<file path="config.mk">
export PLATFORM = sky130hd
export DESIGN_NAME = value_to_state_encoder
export DESIGN_NICKNAME = d
export VERILOG_FILES = /design/src/rtl/value_to_state_encoder.sv
export SDC_FILE = /design/constraint.sdc
export NUM_CORES = 1
export LEC_CHECK = 0
export CORE_ASPECT_RATIO = 0.6
export CORE_UTILIZATION = 54
export CTS_CLUSTER_SIZE = 10
export DETAILED_ROUTE_END_ITERATION = 8
export PLACE_DENSITY = 0.79
export SYNTH_ARGS = -nofsm -noshare
export SYNTH_HDL_FRONTEND = slang
export SYNTH_SLANG_ARGS = --single-unit
</file>
<file path="constraint.sdc">
create_clock -name clk -period 2.3 [get_ports clk]
set_clock_uncertainty 0.15 [all_clocks]
set_input_delay 0.575 -clock clk [delete_from_list [all_inputs] [get_ports clk]]
set_output_delay 0.575 -clock clk [all_outputs]
set_load 0.1 [all_outputs]
</file>
<file path="src/rtl/value_to_state_encoder.sv">
// value_to_state_encoder
// Converts a 2048-style tile value (0 or 2^k) into its 4-bit tile state k.
// An accepted value is scanned one bit per cycle from the LSB. Scanning stops at
// the first set bit. The encoded state or an error flag is then held until the
// consumer takes it.
module value_to_state_encoder #(
    parameter int MAX_STATE = 14
) (
    input  logic        clk,
    input  logic        rst,
    input  logic        in_valid,
    output logic        in_ready,
    input  logic [15:0] in_value,
    output logic        out_valid,
    input  logic        out_ready,
    output logic [3:0]  out_state,
    output logic        out_error
);

    typedef enum logic [1:0] {
        IDLE = 2'd0,
        SCAN = 2'd1,
        DONE = 2'd2
    } state_t;

    localparam logic [4:0] MAX_CNT = MAX_STATE[4:0];

    state_t      state;
    logic [15:0] shift_reg;
    // A nonzero value needs at most 15 shifts before bit 0 is set, so 5 bits never wrap.
    logic [4:0]  cnt;

    // Ready is decoded directly from the state, so a new value can only enter from IDLE.
    assign in_ready = (state == IDLE);

    // Handshake, scan and result registers in one clocked FSM, with synchronous active-low reset.
    always_ff @(posedge clk) begin
        // NOTE: every register in this block uses non-blocking assignments.
        // This lets each branch read the pre-edge values of state, shift_reg and cnt
        // regardless of statement order.
        if (!rst) begin
            state     <= IDLE;
            shift_reg <= '0;
            cnt       <= '0;
            out_valid <= 1'b0;
            out_state <= '0;
            out_error <= 1'b0;
        end else begin
            case (state)
                IDLE: begin
                    if (in_valid && in_ready) begin
                        if (in_value == 16'd0) begin
                            // Empty tile: the result is known immediately.
                            // out_valid is raised on the next edge, from DONE.
                            state     <= DONE;
                            out_state <= 4'd0;
                            out_error <= 1'b0;
                        end else begin
                            shift_reg <= in_value;
                            cnt       <= 5'd0;
                            state     <= SCAN;
                        end
                    end
                end

                SCAN: begin
                    if (shift_reg[0]) begin
                        state     <= DONE;
                        out_valid <= 1'b1;
                        // Legal only if this was the sole set bit and k is in 1..MAX_STATE.
                        if (shift_reg == 16'd1 && cnt != 5'd0 && cnt <= MAX_CNT) begin
                            out_state <= cnt[3:0];
                            out_error <= 1'b0;
                        end else begin
                            out_state <= 4'd0;
                            out_error <= 1'b1;
                        end
                    end else begin
                        shift_reg <= shift_reg >> 1;
                        cnt       <= cnt + 5'd1;
                    end
                end

                DONE: begin
                    // A zero-value result arrives here with out_valid still low.
                    // out_ready only counts once the result is actually presented.
                    if (!out_valid) begin
                        out_valid <= 1'b1;
                    end else if (out_ready) begin
                        out_valid <= 1'b0;
                        state     <= IDLE;
                    end
                end

                default: begin
                    state     <= IDLE;
                    out_valid <= 1'b0;
                end
            endcase
        end
    end

endmodule

</file>
# Word-level counts from Yosys, hierarchy flattened
# Index checks and enable logic that the tools add are counted.
# Widths: inputs -> output; s select.
dict set report word_totals {
  ff_bits 29
  inputBits 20
  output_inout_bits 7
  wordCells 60
}
dict set report classes {
  n_addsub 1
  order_cmp 1
  n_eq_ne 10
  muxes 28
  bitwise 1
  reduce_logical 12
}
# cell n
set op_table {}
lappend op_table {{$mux 16} 3}
lappend op_table {{$pmux 16 s2} 1}
lappend op_table {{$eq 16x1->1 const B} 1}
lappend op_table {{$logic_not 16->1} 1}
lappend op_table {{$mux 4} 4}
lappend op_table {{$mux 5} 3}
lappend op_table {{$reduce_and 4->1} 3}
lappend op_table {{$mux 2} 5}
lappend op_table {{$ne 2x2->1 const B} 5}
lappend op_table {{$pmux 5 s2} 1}
lappend op_table {{$pmux 4 s2} 1}
lappend op_table {{$mux 1} 7}
lappend op_table {{$pmux 2 s3} 1}
lappend op_table {{$add 5x1->5 const B} 1}
lappend op_table {{$le 5x4->1 const B} 1}
lappend op_table {{$reduce_bool 5->1} 1}
lappend op_table {{$ne 2x1->1 const B} 2}
lappend op_table {{$logic_and 1x1->1} 3}
lappend op_table {{$pmux 1 s3} 1}
lappend op_table {{$reduce_and 3->1} 1}
lappend op_table {{$eq 2x1->1 const B} 1}
lappend op_table {{$eq 2x2->1 const B} 1}
lappend op_table {{$logic_not 2->1} 1}
lappend op_table {{$pmux 1 s2} 1}
lappend op_table {{3 further kinds} 3}

# Depth between registers and ports, before layout
dict set report logic_depth {
  ltp_word 6
  depth_mapped 9
  mapped_depth_nobuf 6
}

# Least setup slack after synthesis
# Ideal clock, no wire load.
dict set report synth_timing {
  kind {register to register}
  from {register state[0]}
  to {register shift_reg[10]}
  setup_time_ns 0.072
  t_arrival_ns 2.367
  t_required_ns 2.078
  path_slack_ns -0.289
  stages_incl_launch_ff 10
  n_path_buf 3
  period_less_slack_ns 2.589
  path_cell_list {dfxtp_1 -> inv_1 -> ha_1 -> buf_2 -> nand2_1 -> a41oi_2 -> o21a_1 -> buf_6 -> buf_12 -> mux2i_1}
}
dict set report synth_between {
  elab_chain_len 4
  word_cells_on_any_way 9
  classes_between {4 x eq/ne; 1 x mux; 4 x reduce/logical}
}
# item line_no
set synth_lines {}
lappend synth_lines {{from (decl)} 28} ;# state_t state;
lappend synth_lines {{from (signal assigned)} 42} ;# state <= IDLE;
lappend synth_lines {{from (signal assigned)} 55} ;# state <= DONE;
lappend synth_lines {{from (signal assigned)} 61} ;# state <= SCAN;
lappend synth_lines {{$logic_not 2->1 (*)} 34} ;# assign in_ready = (state == IDLE);
lappend synth_lines {{named net in_ready} 12} ;# output logic in_ready,
lappend synth_lines {{$logic_and 1x1->1} 51} ;# if (in_valid && in_ready) begin
lappend synth_lines {{$ne 2x1->1 (no line)} n/a}
lappend synth_lines {{$reduce_and 4->1 (no line)} n/a}
lappend synth_lines {{to (signal assigned)} 59} ;# shift_reg <= in_value;
lappend synth_lines {{to (signal assigned)} 79} ;# shift_reg <= shift_reg >> 1;
lappend synth_lines {{to (decl)} 29} ;# logic [15:0] shift_reg;
# Mark *: on every way through the listed nets, which the timed path passes. The rest lies on a longest branch.
# A chain may end at the register's enable or synchronous reset.

# Worst setup path after layout
dict set report layout_timing {
  from {input in_value[4]}
  to {register out_state[3]}
}
dict set report layout_between {
  elab_chain_len 3
}
# item line_no
set layout_lines {}
lappend layout_lines {{from (decl)} 13} ;# input logic [15:0] in_value,
lappend layout_lines {{$logic_not 16->1} 52} ;# if (in_value == 16'd0) begin
lappend layout_lines {{$ne 2x1->1 (no line)} n/a}
lappend layout_lines {{$reduce_and 4->1 (no line)} n/a}
lappend layout_lines {{to (signal assigned)} 72} ;# out_state <= cnt[3:0];
lappend layout_lines {{to (decl)} 16} ;# output logic [3:0] out_state,
# No other way between the ends.

==> metrics.md <==
| Metric | Value |
|---|---|
| Status | `finished, final reports clean` |
| Arrival time worst endpoint | `between 2 and 2.5 ns` |
| Layout cells sized above 1 | `0.174` |
| Crit Path Class | `in -> reg` |
| Total die area | `3670 um^2` |
| Setup bufs post-CTS | `0` |
| DRC | `0` |
| Slew @ Worst Pin | `~0.52 ns` |
| Std-Cell Core Area | `about 3300 um^2` |
| Initial antenna violation count | `0` |
| Design area | `about 2300 um^2` |
| EDFF count, synth | `0` |
| HPWL after detailed placement | `3460 um` |
| Gr ovfl total | `0` |
| Syn avg cell area | `8.52 um^2` |
| Post-Place Cell Area | `2230 um^2` |
| Number of distinct library cells after synthesis | `41` |
| Final setup viols | `0` |
| Post-synthesis cell area | `1850 um^2` |
| Drt wl/cell | `15.5 um` |
| Yosys top cell area share | `0.314` |
| Commonest non-fill, non-tap cell in the layout | `dfxtp_1` |
| Drt total wl | `between 4000 and 5000 um` |
| Setup TNS | `0 ns` |
| Vias per cell | `5.74` |
| Final period util | `0.961` |
| Antenna Nets Post-Route | `0` |
| Max-cap violations | `0` |
| Crit start category | `input port` |
| PostCTS Resize Cnt | `0` |
| Area contributors post-synth | `dfxtp_1 (31%), mux2i_1 (9.7%), nand2_1 (5.7%)` |
| Largest register FFs | `16` |
| Clock Sink Count | `29` |
| IO Pins | `27` |
| Post-synthesis cell count | `217` |
| # nets final | `279` |
| Clock Latency Late Sink | `about 0.28 ns` |
| Hold buffer count at cts | `0` |
| Synthesized Nets | `243` |
| Max-slew violation count | `0` |
| Largest net degree at the start of global routing | `28` |
| Die Ht | `47.3 um` |
| Longest Clk Path Bufs | `2` |
| Worst-path clk slew | `0.06 ns` |
| Worst Path Max Fanout | `13` |
| Final hold vios | `0` |
| Starting density of the core | `0.567` |
| Synth async-reset ratio | `0` |
| Gpl congestion | `0.825` |
| Inst Count DP | `slightly below 300` |
| Slew margin rel. | `0.651` |
| CTS tree | `done` |
| WP data required | `2.37 ns` |
| Layout area overhead | `25.5%` |
| Synth Register Bits | `29` |
| Pre-antenna DRT Iters | `5` |
| Sequential element share of the synthesized area | `0.314` |
| DR iter-0 viols | `approximately 160` |
| GR Util All Layers | `0.286` |
| Unrepaired setup endpoints after global routing | `no` |
| H-tree Lvls | `2` |
| CTS root buffer | `clkbuf_8` |
| Tightest Hold Check Type | `reg -> reg` |
| Max IR drop VDD | `1160 uV` |
| Highest clock rate | `453 MHz` |
| First-pass GRT wire length | `7660 um` |
| Pleak | `0.908 nW` |
| Vias in the first global route | `roughly 1500` |
| Cts bufs inserted | `5` |
| Synthesis Warnings | `0` |
| Power Density | `roughly 1000 nW/um^2` |
| CP Capture Type | `flop` |
| Synth Flop Type | `dfxtp_1` |
| Crit path time final | `2.21 ns` |
| Most frequent cells in the layout | `dfxtp_1 (29), nand2_1 (28), buf_4 (26), inv_1 (20)` |
| Input/output buffers | `26` |
| Num rows | `16` |
| Die Width | `77.6 um` |
| Diode count | `0` |
| Non-Filler Instances | `298` |
| Post-synth top area cell | `dfxtp_1` |
| DR vias | `1712` |
-- final cells by class --
class                   count  area, um^2
clock buffers               7        86.3
fillers                   259         942
inverters                  20        75.1
multi-input cells         150        1100
flip-flops and latches     29         581
well taps                  45        56.3
repair buffers             47         425
-- per-layer routing --
| metal | share of wire | routed length, um | vias to the layer above | global-route usage |
|---|---|---|---|---|
| met5 | 0 | 0 | - | 0 |
| met4 | 0.015 | 68 | 0 | 0.0830 |
| met2 | 0.43 | 1990 | 46 | 0.451 |
| li1 | - | - | 866 | - |
| met1 | 0.49 | 2270 | 790 | 0.391 |
| met3 | 0.061 | 283 | 10 | 0.0738 |
-- cell usage after synthesis (all sizes together), types with 2 or more instances --
library cell and instances:
clkbuf 12, nor2 6, and2 2, nand4b 2, dfxtp 29, buf 6
o32ai 2, o211ai 14, nor4 7, a21boi 2, nand3 3, inv 20
mux2i 18, a41o 4, nor2b 3, a211oi 5, ha 6, o41ai 4
nor3 3, nand2 28, o21a 2, o21ai 19, a21oi 2, nand2b 2
a32o 4
-- path summary, 6_finish.rpt --
check | from | end | slack [ns] | cells past startpoint
setup / recovery | in_value[4] | out_state[3] | 0.09 | 5
hold / removal | shift_reg[11] | shift_reg[11] | 0.32 | 2
setup reg to reg | state[0] | shift_reg[2] | 0.32 | 7
hold reg to reg | shift_reg[11] | shift_reg[11] | 0.32 | 2
-- power by group --
part	total, mW	internal [mW]	switching [mW]
registers	0.739	0.638	0.102
clock network	0.419	0.237	0.182
logic	1.23	0.516	0.712
total	2.39	1.39	0.995
-- metrics by stage --
stage	setup WS (ns)	hold slack, ns	total power, mW	util
after floorplan	0.0420	0.292	1.61	-
after global placement	-0.140	0.313	1.92	0.685
after detailed placement	-0.188	0.314	1.95	0.685
after CTS	0.0909	0.324	2.38	0.711
after global routing	0.00719	0.339	2.57	0.711
final	0.0906	0.321	2.39	0.711
-- cell families (layout without fill, tap and decap cells) --
logic type	count (synthesis)	count (layout)	synth area share
DFF	29	29	0.314
adders and majority gates	6	6	0.0406
muxes	18	18	0.0974
and+or+nand+nor	62	62	0.200
AOI/OAI and AO/OA	64	64	0.254
buffers and inverters	38	74	0.0940
-- worst max-delay path, stage by stage --
cell,delay (ns)
clkdlybuf4s50_1,0.48
nor4_4,0.34
and4_2,0.44
a21o_1,0.25
a41o_1,0.20
No activity file was read; power rests on OpenSTA's default activity.
